### src/rtl/coil_pkg.sv
// coil_pkg: shared types for the scan-loop coil driver.
// State encoding and the amplitude/PWM width used up and downstream.
package coil_pkg;

    localparam int PWM_BITS = 4;

    typedef enum logic [2:0] {
        ST_IDLE  = 3'd0,
        ST_DEAD  = 3'd1,
        ST_POS   = 3'd2,
        ST_NEG   = 3'd3,
        ST_FAULT = 3'd4
    } state_t;

    function automatic logic is_drive(input state_t s);
        return (s == ST_POS) || (s == ST_NEG);
    endfunction

endpackage

### src/rtl/coil_pwm.sv
// coil_pwm: free-running PWM phase counter with synchronous clear.
// Reports whether the high-side switch is on in the coming cycle.
module coil_pwm
    import coil_pkg::*;
(
    input  logic                clk,
    input  logic                rst_n,
    input  logic                clr,
    input  logic [PWM_BITS-1:0] amp,
    output logic                pwm_on
);

    logic [PWM_BITS-1:0] cnt;
    logic [PWM_BITS-1:0] cnt_next;

    // Advance the phase, wrapping naturally at 2^PWM_BITS, or restart it.
    always_comb begin
        cnt_next = cnt + 1'b1;
        if (clr) begin
            cnt_next = '0;
        end
    end

    // Phase register.
    always_ff @(posedge clk or negedge rst_n) begin
        if (!rst_n) begin
            cnt <= '0;
        end else begin
            cnt <= cnt_next;
        end
    end

    // Looking at the next phase lets the gate register stay aligned with it.
    assign pwm_on = (cnt_next < amp);

endmodule

### src/rtl/coil_driver.sv
// coil_driver: H-bridge gate control for the scan loop.
// Dead-time on every drive entry, PWM duty from a latched amplitude, on-time watchdog.
module coil_driver
    import coil_pkg::*;
#(
    parameter int DEAD_CYCLES   = 8,
    parameter int MAX_ON_CYCLES = 50000
) (
    input  logic                CLK_IN,
    input  logic                rst_n,
    input  logic                scan_en,
    input  logic                pol_req,
    input  logic [PWM_BITS-1:0] amp_code,
    input  logic                cfg_valid,
    input  logic                fault_clr,
    output logic                HB_AH,
    output logic                HB_AL,
    output logic                HB_BH,
    output logic                HB_BL,
    output logic [2:0]          drv_state,
    output logic                fault
);

    localparam int DW = $clog2(DEAD_CYCLES + 1);
    localparam int OW = $clog2(MAX_ON_CYCLES + 1);
    localparam logic [DW-1:0] DEAD_LAST = DW'(DEAD_CYCLES - 1);
    localparam logic [OW-1:0] ON_LAST   = OW'(MAX_ON_CYCLES - 1);

    state_t              state;
    state_t              state_next;
    logic                target;
    logic                target_next;
    logic [PWM_BITS-1:0] amp_reg;
    logic [DW-1:0]       dead_cnt;
    logic [DW-1:0]       dead_next;
    logic [OW-1:0]       on_cnt;
    logic [OW-1:0]       on_next;
    logic                stay_drive;
    logic                pwm_on;
    logic [3:0]          gates;
    logic [3:0]          gates_next;

    coil_pwm u_pwm (
        .clk    (CLK_IN),
        .rst_n  (rst_n),
        .clr    (!stay_drive),
        .amp    (amp_reg),
        .pwm_on (pwm_on)
    );

    // Next-state decision; watchdog outranks turn-off, which outranks a polarity flip.
    always_comb begin
        state_next  = state;
        target_next = target;
        unique case (state)
            ST_IDLE: begin
                if (scan_en && (amp_reg != '0)) begin
                    state_next  = ST_DEAD;
                    target_next = pol_req;
                end
            end
            ST_DEAD: begin
                if (!scan_en) begin
                    state_next = ST_IDLE;
                end else if (dead_cnt == DEAD_LAST) begin
                    state_next = target ? ST_POS : ST_NEG;
                end
            end
            ST_POS, ST_NEG: begin
                if (on_cnt == ON_LAST) begin
                    state_next = ST_FAULT;
                end else if (!scan_en) begin
                    state_next = ST_IDLE;
                end else if (pol_req != (state == ST_POS)) begin
                    state_next  = ST_DEAD;
                    target_next = pol_req;
                end
            end
            ST_FAULT: begin
                if (fault_clr) begin
                    state_next = ST_IDLE;
                end
            end
            default: begin
                state_next = ST_IDLE;
            end
        endcase
    end

    // Counter updates and gate pattern for the state being entered.
    always_comb begin
        stay_drive = is_drive(state) && (state_next == state);
        dead_next  = '0;
        on_next    = '0;
        gates_next = 4'b0000;
        if ((state == ST_DEAD) && (state_next == ST_DEAD)) begin
            dead_next = dead_cnt + DW'(1);
        end
        if (stay_drive) begin
            on_next = on_cnt + OW'(1);
        end
        if (state_next == ST_POS) begin
            gates_next = {pwm_on, 1'b0, 1'b0, 1'b1};
        end else if (state_next == ST_NEG) begin
            gates_next = {1'b0, 1'b1, pwm_on, 1'b0};
        end
    end

    // State, counters and registered gate outputs; reset drops gates at once.
    always_ff @(posedge CLK_IN or negedge rst_n) begin
        if (!rst_n) begin
            state    <= ST_IDLE;
            target   <= 1'b0;
            dead_cnt <= '0;
            on_cnt   <= '0;
            gates    <= 4'b0000;
            fault    <= 1'b0;
        end else begin
            state    <= state_next;
            target   <= target_next;
            dead_cnt <= dead_next;
            on_cnt   <= on_next;
            gates    <= gates_next;
            fault    <= (state_next == ST_FAULT);
        end
    end

    // Amplitude is only accepted while idle.
    always_ff @(posedge CLK_IN or negedge rst_n) begin
        if (!rst_n) begin
            amp_reg <= '0;
        end else if ((state == ST_IDLE) && cfg_valid) begin
            amp_reg <= amp_code;
        end
    end

    assign {HB_AH, HB_AL, HB_BH, HB_BL} = gates;
    assign drv_state = state;

endmodule

### config.mk
export PLATFORM = sky130hd
export DESIGN_NAME = coil_driver
export DESIGN_NICKNAME = d
export VERILOG_FILES = /design/src/rtl/coil_pkg.sv /design/src/rtl/coil_pwm.sv /design/src/rtl/coil_driver.sv
export SDC_FILE = /design/constraint.sdc
export NUM_CORES = 1
export LEC_CHECK = 0
export CAP_MARGIN = 20
export CELL_PAD_IN_SITES_DETAIL_PLACEMENT = 0
export CELL_PAD_IN_SITES_GLOBAL_PLACEMENT = 2
export CORE_MARGIN = 2
export CORE_UTILIZATION = 36
export DETAILED_ROUTE_END_ITERATION = 6
export PLACE_DENSITY_LB_ADDON = 0.1
export SYNTH_ARGS = -nofsm -noshare
export SYNTH_HDL_FRONTEND = slang
export SYNTH_HIERARCHICAL = 1
export SYNTH_SLANG_ARGS = --single-unit
### constraint.sdc
create_clock -name CLK_IN -period 3.9 [get_ports CLK_IN]
set_clock_uncertainty 0.2 [all_clocks]
set_input_delay 0.78 -clock CLK_IN [delete_from_list [all_inputs] [get_ports CLK_IN]]
set_output_delay 0.78 -clock CLK_IN [all_outputs]
set_load 0.005 [all_outputs]
==> reports/qor.yml <==
worst_setup_path:
  critPathRequiredTime_ns: 3.90
  crit_type: "input port to flip-flop"
  r2r-start: "on_cnt[12]"
  critPathLaunchType: "input port"
  end_kind: "flip-flop"
  cp.arrival_ns: 3.29
  ff2ff_path_depth: 10
  crit_chain: "clkdlybuf4s50_1 > and2b_1 > a22oi_1 > or4b_1 > and2b_2 > ha_1 > o221ai_2 > o2bb2ai_1 > inv_1 > nor3_1"
  cp_max_fo: 7
  crit_start: "pol_req"
  crit_slowest_cell: "or4b_1"
  max_stage_delay_ns: 0.65
logic_synthesis:
  synth-simple-area-share_pct: 24.0
  syn_nets: 192
  synth_cell_types: 46
  ys_warn_count: 6
  synth_top_area_share_pct: 50.4
  synth_xor_area_share_pct: 6.67
  synth-seq-cells: 37
  synth-edff-count: 0
  synth_area_mm2: 0.00184
  syn_avg_cell_area_um2: 10.4
  synth_top_area_cell: "dfrtp_1"
  synthAdderAreaFrac_pct: 4.08
  synth_mux_area_share_pct: 2.45
  synthFlopType: "dfrtp_1"
  ys_top_cells_by_area: "dfrtp_1 50%, nor2_1 4.9%, xnor2_1 4.8%, ha_1 4.1%, inv_1 2.7%"
  async_flop_share_pct: 100
  seq_area_frac_synth_pct: 50.4
  synth_top_family_by_area: "simple AND/OR/NAND/NOR gates"
  syn-instance-count: 176
  synth_compound_area_share_pct: 8.71
grt:
  antenna_found_initial: 0
  grt_start_max_net_pins: 38
  grt_pass1_wl_mm: 6.22
  grt-ovfl-total: 0
  grt.total_usage_pct: 14.8
  grt_pass1_vias: 1323
final_layout:
  nets: 216
  drive_gt1_share_pct: 11.9
  largest_reg_flops: 16
  fin_util_pct: 43.9
  design_area_mm2: 0.00220
  n_antenna_cell: 0
  regMostFlops: "on_cnt"
  area_growth_pct: 19.7
detailed_routing:
  vias_per_cell: 4.94
  vias: 1338
  drt-total-wl_mm: 3.64
  wire_per_inst_um: 13.4
  dr.first_iter.drc_count: 46
  detail_route.first_pass.iterations: 4
  drc: 0
  ant_nets: 0
die:
  die_w_um: 75.5
  rows: 26
  pin_count: 18
  core_mm2: 0.00501
  dieArea_mm2: 0.00569
  start_util_pct: 36.7
  die-height_um: 75.5
cts:
  clock_latency_ns: 0.28
  clockBufferDepth: 2
  ctsResizeCount: 0
  clock_sinks: 37
  cts_tree: "built"
  clockRootBuffer: "clkbuf_8"
  postCtsSetupBuffers: 0
  postCtsHoldBufs: 0
  cts_buffers: 5
  h-tree-depth: 2
  path_clk_slew_ns: 0.07
place:
  postPlaceCellArea_mm2: 0.00210
  gp_congestion: 0.765
  dpl.hpwl_mm: 2.69
  port-buffer-count: 17
hold_path:
  min_path_cells: 1
  hp-start: "dead_cnt[0]"
  min_path_type: "flip-flop to flip-flop"
run_status:
  run_status: "complete, no violations"
timing:
  grt_setup_unrepaired: "no"
  setup_violations: 0
  fin_tns_setup_ns: 0
  max-slew-margin-rel_pct: 59.7
  max_freq_mhz: 304
  finalHoldViolCount: 0
  min_period_over_period_pct: 84.3
  period_minus_slack_ns: 3.29
  slew_violations: 0
  worst_slew_pin_slew_ns: 0.603
power_and_ir_drop:
  p_leak_nw: 0.915
  power_density_mw_per_mm2: 341
  peakVddDrop_uv: 142
run:
  maxCapViolCount: 0
## critical path: cells and delay by family
| family | cells | cell delay [ns] |
|---|---|---|
| buffers and inverters | 2 | 0.62 |
| AOI/OAI and AO/OA | 3 | 0.39 |
| and+or+nand+nor | 4 | 1.27 |
| adders and majority gates | 1 | 0.23 |
## metrics by stage
| stage | hold WS [ns] | setup slack, ns | power [mW] | cells |
|---|---|---|---|---|
| 5_1_grt | 0.305 | 0.483 | 0.794 | 271 |
| 6_report | 0.261 | 0.612 | 0.750 | 271 |
| 4_1_cts | 0.269 | 0.621 | 0.768 | 271 |
| 2_1_floorplan | 0.233 | 1.04 | 0.443 | 176 |
| 3_5_place_dp | 0.258 | 0.316 | 0.472 | 263 |
| 3_3_place_gp | 0.248 | 0.367 | 0.471 | 263 |
## layout by cell type (no fill, tap or decap), types with 6 or more instances in the layout
cell type and instances:
clkbuf_8 7, clkdlybuf4s50_1 17, dfrtp_1 37, ha_1 6, inv_1 13, nand2_1 10
nand3_1 9, nor2_1 24, xnor2_1 10
## cells by family after synthesis
kind of cell	count (synthesis)
AND/OR/NAND/NOR	78
flip-flops	37
AO/OA/AOI/OAI	21
buffers and inverters	16
XOR/XNOR	14
adder cells (fa/ha/maj)	6
multiplexers	4
## area by class of cell
type                       instances  area [µm²]
multi-input combinational        123         843
timing repair buffer              20         193
clock buffer                       7        96.3
tap                               70        87.6
sequential                        37         926
clock inverter                     1        5.00
fill                             514        2810
inverter                          13        48.8
## worst paths after layout
| kind | to | slack (ns) |
|---|---|---|
| setup / recovery | gates[1] | 0.61 |
| hold / removal | dead_cnt[0] | 0.26 |
| setup reg to reg | gates[1] | 0.89 |
| hold reg to reg | dead_cnt[0] | 0.26 |
| max in group asynchronous | dead_cnt[2] | 2.44 |
| min in group asynchronous | on_cnt[11] | 0.73 |
## metal layers
| layer | vias to the layer above | global-route usage, % | part of all wire, % |
|---|---|---|---|
| li1 | 668 | - | - |
| met3 | 2 | 3.97 | 2.7 |
| met2 | 14 | 25.4 | 53 |
| met1 | 654 | 17.8 | 44 |
| met4 | 0 | 5.26 | 0.60 |
| met5 | - | 0 | 0 |
## synth_stat cells (all sizes together) (2+ instances only)
library cell,count
o21ai,4
nor4,4
xor2,4
nor2,25
nand2,10
and4,2
dfrtp,37
nand4,6
a21oi,5
xnor2,10
nor3,3
nor4bb,2
a31o,2
ha,6
nand3,9
buf,3
inv,13
or3,2
or4b,2
nand2b,2
and2b,2
mux2,4
nor4b,2
## report_power, final
part           total [mW]  internal [mW]  leakage [nW]  switching [mW]
combinational      0.0594         0.0310         0.360          0.0284
sequential          0.404          0.394         0.501         0.00956
clock               0.287          0.160        0.0542           0.128
No activity file was read; power rests on OpenSTA's default activity.
==> RTL edit 1, RTL diff (same flow settings) <==
Make the reset (`rst_n`) synchronous in 3 clocked blocks.
--- a/src/rtl/coil_pwm.sv
+++ b/src/rtl/coil_pwm.sv
@@ -22,7 +22,7 @@
     end
 
     // Phase register.
-    always_ff @(posedge clk or negedge rst_n) begin
+    always_ff @(posedge clk) begin
         if (!rst_n) begin
             cnt <= '0;
         end else begin
--- a/src/rtl/coil_driver.sv
+++ b/src/rtl/coil_driver.sv
@@ -107,7 +107,7 @@
     end
 
     // State, counters and registered gate outputs; reset drops gates at once.
-    always_ff @(posedge CLK_IN or negedge rst_n) begin
+    always_ff @(posedge CLK_IN) begin
         if (!rst_n) begin
             state    <= ST_IDLE;
             target   <= 1'b0;
@@ -126,7 +126,7 @@
     end
 
     // Amplitude is only accepted while idle.
-    always_ff @(posedge CLK_IN or negedge rst_n) begin
+    always_ff @(posedge CLK_IN) begin
         if (!rst_n) begin
             amp_reg <= '0;
         end else if ((state == ST_IDLE) && cfg_valid) begin
Behaviour: differs if rst_n is asserted again (counterexample within 4 cycles, from zero or initial values and one cycle with rst_n low); with rst_n held inactive, the same outputs for 10 cycles.
==> RTL edit 1 against the original RTL <==
- wire length shrank 6.5%
- power grew 4.4%
- final area shrank 7.5%
- hold slack gained 0.00053 ns
- largest cell class is now multi-input gates
- clock power grew 20%
- worst setup slack lost 0.019 ns
- largest power group unchanged
- non-clock buffer count shrank 2
- critical endpoint is now gates[3]$_SDFF_PN0_
- synthesized cell count grew 4.0%
- area after synthesis shrank 8.0%
- sequential cell count is the same
==> RTL edit 1: results <==
INSERT INTO impl_metrics (metric_group, metric, value, unit) VALUES
('run_status', 'status', 'finished clean', ''),
('sta', 'tightest_slew', '0.609', 'ns'),
('placement', 'placedCellCount', '250', ''),
('synthesis', 'yosys-top-cells-count', 'dfxtp_1, nor2_1, xnor2_1', ''),
('synthesis', 'yosysSeqAreaShare', '43.8', '%'),
('synthesis', 'share_of_synthesized_area_spent_on_multiplexers', '2.37', '%'),
('global_route', 'grt_start_max_net_pins', '20', ''),
('synthesis', 'postSynth.asyncResetShare', '0', '%'),
('finish', 'finalCoreUtilization', '45.8', '%'),
('synthesis', 'synth-compound-area-share', '8.36', '%'),
('synthesis', 'mappedNetlistNets', '199', ''),
('finish', 'instances_no_fill', '258', ''),
('finish', 'fillCellCount', '433', ''),
('power_and_ir_drop', 'p_sw_share', '21.4', '%'),
('setup_path', 'worst-path-max-fanout', '8', ''),
('synthesis', 'synth_top_flop_cell', 'dfxtp_1', ''),
('placement', 'gp_congestion', '0.788', ''),
('routing', 'vias', '1300', ''),
('finish', 'share_of_layout_cells_above_drive_strength_1', '7.77', '%'),
('routing', 'routed_wl', '3400', 'µm'),
('synthesis', 'synth_area_per_cell', '9.24', 'µm²'),
('power_and_ir_drop', 'cellLeakagePower', '0.000692', 'µW'),
('power_and_ir_drop', 'vdd.ir_drop.worst', '0.000217', 'V'),
('setup_path', 'critical_path.max_stage_delay', '0.76', 'ns'),
('synthesis', 'synthAdderAreaFrac', '4.44', '%'),
('setup_path', 'slowest_stage', 'or4_1', '');
RTL edit 1: final timing paths:
| kind | start | endpoint | slack (ns) |
|---|---|---|---|
| worst max register to register | on_cnt[0]$_SDFF_PN0_ | gates[3]$_SDFF_PN0_ | 0.59 |
| worst max-delay path | on_cnt[0]$_SDFF_PN0_ | gates[3]$_SDFF_PN0_ | 0.59 |
| worst min register to register | dead_cnt[0]$_SDFF_PN0_ | dead_cnt[0]$_SDFF_PN0_ | 0.26 |
| worst min-delay path | dead_cnt[0]$_SDFF_PN0_ | dead_cnt[0]$_SDFF_PN0_ | 0.26 |
RTL edit 1: kinds of logic (layout without fill, tap and decap cells):
logic type | Yosys count | in the layout
muxes | 4 | 4
xor gates and xnor gates | 19 | 19
and+or+nand+nor | 88 | 88
adders and majority gates | 6 | 6
DFF | 37 | 37
AOI/OAI and AO/OA | 17 | 17
buffers and inverters | 12 | 35
RTL edit 1: power groups by stage:
stage          clock (µW)  sequential, µW  combinational (µW)
2_1_floorplan           0             394                32.3
4_1_cts               359             388                50.5
5_1_grt               376             389                55.2
6_report              344             388                50.3
3_3_place_gp            0             397                49.1
3_5_place_dp            0             397                50.0
RTL edit 1: routing by layer:
| layer | routed length, µm | global-route usage [%] |
|---|---|---|
| met1 | 1700 | 18.1 |
| met2 | 1520 | 23.4 |
| met3 | 129 | 4.31 |
| met4 | 53 | 5.35 |
| met5 | 0 | 0 |
RTL edit 1: layout make-up:
cell class              count  share of cell area [%]
multi-input cells         134                    44.1
flip-flops and latches     37                    36.4
repair buffers             18                    8.73
clock buffers               6                    4.06
well taps                  52                    3.20
clock inverters             2                    1.84
inverters                   9                    1.66
==> RTL edit 2, RTL diff (config.mk and constraints unchanged) <==
Made on the original files. Change the parameter `MAX_ON_CYCLES` from 50000 to 100000.
--- a/src/rtl/coil_driver.sv
+++ b/src/rtl/coil_driver.sv
@@ -4,7 +4,7 @@
     import coil_pkg::*;
 #(
     parameter int DEAD_CYCLES   = 8,
-    parameter int MAX_ON_CYCLES = 50000
+    parameter int MAX_ON_CYCLES = 100000
 ) (
     input  logic                CLK_IN,
     input  logic                rst_n,
Behaviour: no difference found for any inputs over 10 cycles, from zero or initial values and one cycle with rst_n low; that may be too few to reach the edited logic, so the function may still have changed.
==> RTL edit 2 against the original RTL <==
- worst setup slack improved by 0.38 ns
- wire length decreased by 7.7%
- via count decreased by 11%
- die area decreased by 2.3%
- power decreased by 1.7%
- non-clock buffer count decreased by 2
- sequential cell count increased by 1
- fmax increased by 13%
- highest routed layer unchanged
- area after synthesis decreased by 2.4%
- cell count decreased by 6.6%
- register-to-register slack improved by 0.10 ns
- final area decreased by 3.8%
==> RTL edit 2: results <==
INSERT INTO impl_metrics (metric_group, metric, value, unit) VALUES
('run_status', 'status', 'finished clean', ''),
('routing', 'detail_route.iter0.violations', '70', ''),
('global_route', 'via_count_of_the_first_global_routing_pass', '1193', ''),
('setup_path', 'worst-path-max-fanout', '6', ''),
('routing', 'viasPerCell', '4.72', ''),
('placement', 'hpwl_after_detailed_placement', '2470', 'µm'),
('power_and_ir_drop', 'vdd.ir_drop.worst', '0.000178', 'V'),
('routing', 'wl_per_cell', '13.3', 'µm'),
('setup_path', 'worstReg2RegEnd', 'gates[3]$_DFF_PN0_', ''),
('power_and_ir_drop', 'cellLeakagePower', '0.000915', 'µW'),
('synthesis', 'synth-compound-area-share', '3.91', '%'),
('global_route', 'grt_util_met1', '18.3', '%'),
('setup_path', 'rr_worst_depth', '9', ''),
('global_route', 'use_met3', '4.07', '%'),
('synthesis', 'yosysSeqAreaShare', '53.0', '%'),
('finish', 'fillCellCount', '469', ''),
('setup_path', 'slowest_stage', 'or4_4', ''),
('global_route', 'grt_usage', '13.7', '%'),
('finish', 'flip_flop_count_of_the_largest_register_after_layout', '17', ''),
('setup_path', 'critical_path.max_stage_delay', '0.57', 'ns');
-- RTL edit 2: cell types whose count changed in the layout (fill, tap and decap cells not counted), moves of 2 or more --
cell      change
and2_1        +2
nand3_1       +3
buf_4         -2
xnor2_1       -2
and3_1        +2
and4_1        -2
nand2_1       -4
inv_1         -5
nor4bb_1      -2
xor2_1        +7
o21ai_0       -3
a21oi_1       -4
nor4_1        -4
-- RTL edit 2: worst reg2reg max path, delay by kind of cell, from the launching register on --
kind	cells	cell delay [ns]
AND/OR/NAND/NOR	6	1.72
flip-flops	1	0.46
AO/OA/AOI/OAI	2	0.26
adder cells (fa/ha/maj)	1	0.20
-- RTL edit 2: per-layer routing --
| layer | wire length (µm) | vias to the layer above |
|---|---|---|
| li1 | - | 597 |
| met1 | 1650 | 589 |
| met2 | 1610 | 6 |
| met3 | 73 | 2 |
| met4 | 22 | 0 |
| met5 | 0 | - |
-- RTL edit 2: kinds of logic (layout without fill, tap and decap cells) --
kind of cell               after synthesis  in the layout
muxes                                    5              5
AOI/OAI and AO/OA                        9              9
adders and majority gates                6              6
and+or+nand+nor                         75             75
buffers and inverters                   10             34
DFF                                     38             38
xor gates and xnor gates                19             19
-- RTL edit 2: power by group --
group	total, µW	switching (µW)	internal [µW]
clock	272	130	143
sequential	414	8.52	405
combinational	51.4	25.0	26.4
total	738	163	574
-- RTL edit 2: through the flow --
step	utilization [%]	std cells	instance area, µm²	setup WS [ns]	power [µW]
after floorplan	-	162	1790	1.00	447
after global placement	42.6	245	2020	0.969	473
after detailed placement	42.6	245	2020	0.911	474
after CTS	44.5	253	2120	0.978	749
after global routing	44.5	253	2120	0.853	779
final	44.5	253	2120	0.991	738
-- RTL edit 2: worst max-delay path by stage --
stage,from,endpoint,slack (ns),cells past startpoint
after CTS,on_cnt[5]$_DFF_PN0_,gates[3]$_DFF_PN0_,0.98,9
after detailed placement,scan_en,gates[3]$_DFF_PN0_,0.91,8
after floorplan,on_cnt[5]$_DFF_PN0_,gates[1]$_DFF_PN0_,1.00,11
final,on_cnt[5]$_DFF_PN0_,gates[3]$_DFF_PN0_,0.99,9
after global placement,scan_en,gates[1]$_DFF_PN0_,0.97,9
after global routing,on_cnt[5]$_DFF_PN0_,gates[1]$_DFF_PN0_,0.85,9
-- RTL edit 2: final cells by class --
type                            instances  area, µm²  area share [%]
Clock inverter                          1       5.00           0.237
Inverter                                8       30.0            1.42
Clock buffer                            7       86.3            4.08
Tap cell                               67       83.8            3.96
Sequential cell                        38        951            44.9
Timing Repair Buffer                   18        173            8.16
Multi-Input combinational cell        114        787            37.2
